$ cat src/rtl/univ_shift_reg_pkg.sv
// Shared encodings for the universal shift register: command opcodes and FSM states.
// Also holds the helper that decides whether an opcode needs the multi-cycle SHIFT phase.
package univ_shift_pkg;

   typedef enum logic [2:0] {
      OP_LOAD = 3'd0,
      OP_ROL  = 3'd1,
      OP_ROR  = 3'd2,
      OP_SHL  = 3'd3,
      OP_SHR  = 3'd4,
      OP_ASR  = 3'd5,
      OP_NOP6 = 3'd6,
      OP_NOP7 = 3'd7
   } op_e;

   typedef enum logic {
      ST_IDLE  = 1'b0,
      ST_SHIFT = 1'b1
   } state_e;

   function automatic logic is_step_op(input op_e op);
      return (op == OP_ROL) || (op == OP_ROR) || (op == OP_SHL) ||
             (op == OP_SHR) || (op == OP_ASR);
   endfunction

endpackage

$ cat src/rtl/univ_shift_reg_if.sv
// Command/status bundle of the universal shift register: master drives commands, slave reports.
// The clock enable travels with the command signals because it gates the whole datapath.
interface univ_shift_reg_if
   import univ_shift_pkg::*;
#(
   parameter int WIDTH = 8,
   parameter int AMT_W = $clog2(WIDTH) + 1
);
   logic             e;
   logic             start;
   op_e              op;
   logic [AMT_W-1:0] amt;
   logic [WIDTH-1:0] data;
   logic             sin;
   logic [WIDTH-1:0] out;
   logic             sout;
   logic             busy;
   logic             done;

   modport master (
      output e, start, op, amt, data, sin,
      input  out, sout, busy, done
   );

   modport slave (
      input  e, start, op, amt, data, sin,
      output out, sout, busy, done
   );
endinterface

$ cat src/rtl/univ_shift_reg_step.sv
// One single-bit step of a rotate/shift op: next register value and the bit that leaves.
// Purely combinational; zero latency.
module shift_step
   import univ_shift_pkg::*;
#(
   parameter int WIDTH = 8
) (
   input  logic [WIDTH-1:0] cur,
   input  op_e              op,
   input  logic             sin,
   output logic [WIDTH-1:0] nxt,
   output logic             bit_out
);

   always_comb begin
      nxt     = cur;
      bit_out = 1'b0;
      case (op)
         OP_ROL: begin
            nxt     = {cur[WIDTH-2:0], cur[WIDTH-1]};
            bit_out = cur[WIDTH-1];
         end
         OP_ROR: begin
            nxt     = {cur[0], cur[WIDTH-1:1]};
            bit_out = cur[0];
         end
         OP_SHL: begin
            nxt     = {cur[WIDTH-2:0], sin};
            bit_out = cur[WIDTH-1];
         end
         OP_SHR: begin
            nxt     = {sin, cur[WIDTH-1:1]};
            bit_out = cur[0];
         end
         OP_ASR: begin
            nxt     = {cur[WIDTH-1], cur[WIDTH-1:1]};
            bit_out = cur[0];
         end
         default: ;
      endcase
   end

endmodule

$ cat src/rtl/univ_shift_reg.sv
// Universal shift register: load in one cycle, or run amt one-bit steps, then pulse done.
// A shift of N steps signals done N+1 cycles after acceptance; e=0 stalls everything one cycle.
module univ_shift_reg
   import univ_shift_pkg::*;
#(
   parameter int WIDTH = 8,
   parameter int AMT_W = $clog2(WIDTH) + 1
) (
   input  logic           clk,
   input  logic           rst,
   univ_shift_reg_if.slave bus
);

   state_e           state_q, state_d;
   op_e              op_q, op_d;
   logic [AMT_W-1:0] cnt_q, cnt_d;
   logic [WIDTH-1:0] out_q, out_d;
   logic             sout_q, sout_d;
   logic             done_q, done_d;
   logic [WIDTH-1:0] step_val;
   logic             step_bit;

   shift_step #(.WIDTH(WIDTH)) u_step (
      .cur     (out_q),
      .op      (op_q),
      .sin     (bus.sin),
      .nxt     (step_val),
      .bit_out (step_bit)
   );

   // done is a strict one-cycle pulse, so it drops even while e=0 holds everything else.
   always_comb begin
      state_d = state_q;
      op_d    = op_q;
      cnt_d   = cnt_q;
      out_d   = out_q;
      sout_d  = sout_q;
      done_d  = 1'b0;
      if (bus.e) begin
         case (state_q)
            ST_IDLE: begin
               if (bus.start) begin
                  if (bus.op == OP_LOAD) begin
                     out_d  = bus.data;
                     done_d = 1'b1;
                  end else if (is_step_op(bus.op) && (bus.amt != '0)) begin
                     op_d    = bus.op;
                     cnt_d   = bus.amt;
                     state_d = ST_SHIFT;
                  end else begin
                     done_d = 1'b1;
                  end
               end
            end
            ST_SHIFT: begin
               out_d  = step_val;
               sout_d = step_bit;
               cnt_d  = cnt_q - AMT_W'(1);
               if (cnt_q == AMT_W'(1)) begin
                  state_d = ST_IDLE;
                  done_d  = 1'b1;
               end
            end
            default: state_d = ST_IDLE;
         endcase
      end
   end

   always_ff @(posedge clk) begin
      if (rst) begin
         state_q <= ST_IDLE;
         op_q    <= OP_LOAD;
         cnt_q   <= '0;
         out_q   <= '0;
         sout_q  <= 1'b0;
         done_q  <= 1'b0;
      end else begin
         state_q <= state_d;
         op_q    <= op_d;
         cnt_q   <= cnt_d;
         out_q   <= out_d;
         sout_q  <= sout_d;
         done_q  <= done_d;
      end
   end

   assign bus.out  = out_q;
   assign bus.sout = sout_q;
   assign bus.busy = (state_q == ST_SHIFT);
   assign bus.done = done_q;

endmodule

$ cat src/flat_wrapper.sv
// flat-port wrapper written by rule: the top's interface ports become plain ports
module univ_shift_reg_flat import univ_shift_pkg::*;
#(
   parameter int WIDTH = 8,
   parameter int AMT_W = $clog2(WIDTH) + 1
)
  (clk, rst, bus_e, bus_start, bus_op, bus_amt, bus_data, bus_sin, bus_out, bus_sout, bus_busy, bus_done);
  univ_shift_reg_if #(.WIDTH(WIDTH), .AMT_W(AMT_W)) bus_i ();
  input  logic clk;
  input  logic rst;
  input wire logic [$bits(bus_i.e)-1:0] bus_e;
  input wire logic [$bits(bus_i.start)-1:0] bus_start;
  input wire logic [$bits(bus_i.op)-1:0] bus_op;
  input wire logic [$bits(bus_i.amt)-1:0] bus_amt;
  input wire logic [$bits(bus_i.data)-1:0] bus_data;
  input wire logic [$bits(bus_i.sin)-1:0] bus_sin;
  output wire logic [$bits(bus_i.out)-1:0] bus_out;
  output wire logic [$bits(bus_i.sout)-1:0] bus_sout;
  output wire logic [$bits(bus_i.busy)-1:0] bus_busy;
  output wire logic [$bits(bus_i.done)-1:0] bus_done;
  assign bus_i.e = bus_e;
  assign bus_i.start = bus_start;
  assign bus_i.op = bus_op;
  assign bus_i.amt = bus_amt;
  assign bus_i.data = bus_data;
  assign bus_i.sin = bus_sin;
  assign bus_out = bus_i.out;
  assign bus_sout = bus_i.sout;
  assign bus_busy = bus_i.busy;
  assign bus_done = bus_i.done;
  univ_shift_reg #(.WIDTH(WIDTH), .AMT_W(AMT_W)) u_core (.clk(clk), .rst(rst), .bus(bus_i));
endmodule
$ cat config.mk
export PLATFORM = sky130hd
export DESIGN_NAME = univ_shift_reg_flat
export DESIGN_NICKNAME = d
export VERILOG_FILES = /design/src/rtl/univ_shift_reg_pkg.sv /design/src/rtl/univ_shift_reg_if.sv /design/src/rtl/univ_shift_reg_step.sv /design/src/rtl/univ_shift_reg.sv /design/src/flat_wrapper.sv
export SDC_FILE = /design/constraint.sdc
export NUM_CORES = 1
export LEC_CHECK = 0
export BUFFER_PORTS_ARGS = -buffer_cell sky130_fd_sc_hd__buf_2
export CAP_MARGIN = 15
export CORE_ASPECT_RATIO = 1.1
export CORE_MARGIN = 1.5
export CORE_UTILIZATION = 52
export DETAILED_ROUTE_END_ITERATION = 16
export GPL_ROUTABILITY_DRIVEN = 0
export PLACE_DENSITY = 0.76
export SYNTH_ARGS = -nofsm -noshare
export SYNTH_HDL_FRONTEND = slang
export SYNTH_SLANG_ARGS = --single-unit
$ cat constraint.sdc
create_clock -name clk -period 2 [get_ports clk]
set_input_delay 0.2 -clock clk [delete_from_list [all_inputs] [get_ports clk]]
set_output_delay 0.2 -clock clk [all_outputs]
set_load 0.02 [all_outputs]
Word level (Yosys, flattened, before mapping). Cells that the tools add are included.

Add/sub/neg operators: 1. $mul: 0. Divide/modulo/power cells: 0. Order comparisons: 0. Equal/unequal tests: 18. Shift-type cells: 0. Multiplexer cells: 19. Bitwise gates (word level): 3. Reductions and logical operators: 15.

Operators by type and width (count): case mux 8 bit (5 select lines) (1); two-way mux 8 bit (2); case mux 8 bit (2 select lines) (1); equality test 3 x 2 -> 1 bit, second input constant (4); equality test 3 bit, second input constant (4); two-way mux 4 bit (3); AND reduction 5 bit (2); two-way mux 1 bit (8); case mux 4 bit (2 select lines) (1); AND reduction 4 bit (2); equality test 3 x 1 -> 1 bit, second input constant (2); != test 2 bit, second input constant (3); != test 6 bit, second input constant (1); case mux 1 bit (2 select lines) (3); != test 5 bit, second input constant (1); equality test 4 x 1 -> 1 bit, second input constant (1); logical OR 1 bit (4); != test 2 x 1 -> 1 bit, second input constant (2); nonzero test 4 bit (1); OR reduction 2 bit (2); subtractor 4 x 1 -> 4 bit, second input constant (1); logical NOT 3 bit (1); NOT 1 bit (3); OR reduction 3 bit (1); 2 further kinds (2).

Flip-flop bits (word level): 18. Bits in latches: 0. Memory bits (writable): 0. Memory bits (read-only): 0. Word-level logic and storage cells: 63. Memories kept: 0.

Longest topological paths before layout.
Depth in word-level cells: 10. Mapped depth: 7.

By module. A second synthesis with hierarchy kept.

Cells, all modules: 150. Area total of the unflattened synthesis: 1224.9 µm².

Modules (own cells, without submodules): univ_shift_reg (instances 1, cells an instance 104, area an instance 940.9 µm²); shift_step (instances 1, cells an instance 46, area an instance 284.0 µm²).

Worst setup path before layout. No wires, ideal clock.

Kind: reg2reg. From: register u_core.op_q[1]. To: register u_core.out_q[1], in the netlist u_core.bus.out[1]. Library setup time: 63 ps. Arrival time: 1703 ps. Required time: 1937 ps. Slack: 234 ps. Stages on the path, launching flop included: 8. Path through: dfxtp_1 -> buf_4 -> inv_1 -> ha_1 -> inv_1 -> o21a_1 -> o31ai_1 -> a32o_1.

Word-level cells in the longest chain between the ends: 3.

Ends and longest elaborated chain: start, declared (line univ_shift_reg.sv:15) `op_e op_q, op_d;`; start signal, assigned (line univ_shift_reg.sv:79) `op_q <= op_d;`; equality test 3 bit (tied with other cells) (line univ_shift_reg_step.sv:18) `case (op)`; case mux 8 bit (5 select lines) or != test 6 bit (tied branches); case mux 8 bit (2 select lines) or AND reduction 4 bit (tied branches); end signal, assigned (line univ_shift_reg.sv:81) `out_q <= out_d;`; end, declared (line univ_shift_reg.sv:17) `logic [WIDTH-1:0] out_q, out_d;`.

Parallel ways exist; a longest one is shown, timed or not. A chain may end at the register's enable or synchronous reset.

Worst setup path in the final report.
From: register u_core.op_q[1]. To: register u_core.out_q[0], in the netlist u_core.bus.out[0].

Same word-level chain as after synthesis.

==> results.ini <==
[place]
dp_hpwl_um=2210
dp_slack_ns=0.104
dp_cells=187
port_buffers=30

[routing]
wire_per_inst_um=15.1
drt_iter0_markers=22
drt-total-wl_um=2890
vias_per_cell=6.14
antenna_left=0
drt_pass1_iterations=4
drc=0
vias=1173

[floorplan]
row_count=17
die_height_um=53.1
dieArea_mm2=0.00258
fp.dieW_um=48.6
core-area_mm2=0.00208
start_util_pct=57.0
ios=31

[logic_synthesis]
synth-xor-area-share_pct=0
yosys.cell_types.count=46
yosys-top-cells-count=dfxtp_1 (18), nor2_1 (9), inv_1 (7), or2_2 (7)
synth_largest_area_cell=dfxtp_1
synth_compound_area_share_pct=33.9
yosys_warnings=0
synth_edf_count=0
synth_cells=134
synth_adder_area_share_pct=3.16
ys_seq_area_share_pct=30.3
synth_seq_cells=18
syn_avg_cell_area_um2=8.87
syn_nets=157
synth_top_family_by_area=compound AO/OA/AOI/OAI gates
netlist_area_mm2=0.00119
synth_area_leaders=dfxtp_1 (30%), a221o_1 (5.1%), a32o_1 (5.1%)
muxShareOfSynthArea_pct=2.53
yosysTopAreaCellShare_pct=30.3
yosys_most_used_dff=dfxtp_1
yosysMostFrequentCell=dfxtp_1
ys_async_sr_fraction_pct=0
yosys.area_share.simple_pct=24.3

[worst_hold_path]
hold_end=u_core.op_q[0]
whs_path_depth=3
hold_path_startpoint=bus_op[0]
hp-class=input port to flip-flop

[clock_tree]
clkSinkCount=18
cts_buffer_depth=2
cts_tree=done
clk_latency_ns=0.28
h-tree-depth=1
cts_hold_buf=0
clk_pin_slew_worst_paths_ns=0.11
cts_buffers=3
clockRootBuffer=clkbuf_4

[layout]
stdcell_count=191
num-fill-cells=196
n_antenna_cell=0
regArea_um2=360
layout.nets=187
multi_input_area_um2=764
drive_gt1_share_pct=32.5
syn2layout_area_growth_pct=17.4

[pwr]
power_leakage_nw=0.595
seq_power_share_pct=49.1
p_per_area_mw_per_mm2=576
p_int_w=0.000568
pwr-share-clk_pct=27.9
p_sw_w=0.000235
combPwrFrac_pct=23.0
ir_drop_mv=0.417
swShare_pct=29.3
power_w=0.000803

[sta]
final-setup-viol-count=0
maxSlewViolCount=0
hold_viol=0
finalCriticalPeriod_ns=1.77
maxSlewHeadroom_pct=64.8
final.setup.tns_ns=0
max_freq_mhz=565
rsz0062_at_grt=no
fin_crit_sh_pct=88.5
timing.hold.ws_ns=0.182
tightest_slew_ns=0.525
clock-skew-final_ns=0.000773
fin_ws_ns=0.230

[worst_setup_path]
reg2reg_from=u_core.op_q[1]
crit_required_ns=2.19
ff2ff_setup_slack_ns=0.23
crit_path_end_kind=flip-flop
reg2reg_depth=6
arrival_ns=1.96
r2r_end=u_core.bus.out[0]
worstPathMaxFanout=5
crit_type=flip-flop to flip-flop
crit_path_start_kind=flip-flop

[job]
maxCapViolCount=0

[global_routing]
grt_pass1_vias=1106
grt_pass1_wl_um=5020
grt_overflow=0
grt.total_usage_pct=25.3
antenna_found_initial=0
grt_start_max_net_pins=18

[status]
status=completed

-- kinds of logic after synthesis --
kind of cell	count (synthesis)
buf+inv	15
mux	3
flops	18
compound gates	49
simple gates	46
fa+ha+maj	3
-- power groups by stage --
stage,clock (W),combinational (W),sequential [W]
finish,0.000224,0.000185,0.000394
global route,0.000246,0.000206,0.000397
CTS,0.000229,0.000183,0.000394
detailed placement,0,0.000182,0.000402
global placement,0,0.000177,0.000401
floorplan,0,0.000120,0.000407
-- critical path: stages, from the launching register on --
cell      delay (ns)
dfxtp_1         0.34
inv_1           0.04
ha_1            0.35
inv_1           0.09
o21ai_0         0.40
a221oi_1        0.16
a221oi_1        0.30
-- layout make-up --
| class | count | area share (%) |
|---|---|---|
| Multi-Input combinational cell | 101 | 54.8 |
| Sequential cell | 18 | 25.8 |
| Timing Repair Buffer | 33 | 12.4 |
| Clock buffer | 4 | 2.60 |
| Tap cell | 28 | 2.51 |
| Inverter | 7 | 1.88 |
-- per-stage QoR --
stage	util [%]	cell area (µm²)
2_1_floorplan	-	1190
3_3_place_gp	64.9	1350
3_5_place_dp	64.9	1350
5_1_grt	66.9	1400
6_report	66.9	1400
4_1_cts	66.7	1390
-- worst max-delay path by stage --
stage / cells past startpoint / slack [ns] / to / from
floorplan: 7 / 0.23 / u_core.bus.out[1] / u_core.op_q[1]
global placement: 6 / 0.16 / u_core.bus.out[6] / u_core.op_q[1]
detailed placement: 6 / 0.10 / u_core.bus.out[3] / u_core.op_q[1]
CTS: 6 / 0.07 / u_core.bus.out[3] / u_core.op_q[1]
global route: 6 / 0.07 / u_core.bus.out[0] / u_core.op_q[1]
finish: 6 / 0.23 / u_core.bus.out[0] / u_core.op_q[1]
-- flip-flops by register name (all words and copies together) (netlist names) --
signal           flops
u_core.bus.sout      1
u_core.bus.out       8
u_core.op_q          3
u_core.cnt_q         4
u_core.bus.done      1
u_core.bus.busy      1
-- cell usage in the layout, fill, tap and decap left out, drive strengths merged, types with 2 or more instances in the layout --
cell / netlist / routed
nor3b: 2 / 2
nand2b: 4 / 4
a32o: 6 / 6
nor2: 9 / 9
a31oi: 2 / 2
nor2b: 2 / 2
a21o: 2 / 2
nand3b: 4 / 4
o21a: 2 / 2
a221o: 6 / 6
o21ai: 4 / 4
a21boi: 2 / 2
o31ai: 2 / 2
a211oi: 3 / 3
buf: 3 / 33
a31o: 2 / 2
ha: 3 / 3
or2: 7 / 7
nand3: 2 / 2
dfxtp: 18 / 18
a21oi: 7 / 7
o221ai: 3 / 3
clkbuf: 5 / 4
inv: 7 / 7
a221oi: 3 / 3
nor3: 3 / 3
nand2: 6 / 6
mux2i: 3 / 3
-- routing by layer --
layer | up-vias | part of all wire [%] | global-route usage (%)
met5 | - | 0 | 0
met4 | 0 | 1.2 | 9.05
met3 | 4 | 2.9 | 3.67
met2 | 23 | 50 | 44.9
met1 | 569 | 46 | 31.7
li1 | 577 | - | -
-- repair_timing --
item / CTS / global route
setup endpoints to repair: 0 / 6
buffers inserted: 0 / 0
gates resized for setup: 0 / 1
No activity file was read; power rests on OpenSTA's default activity.
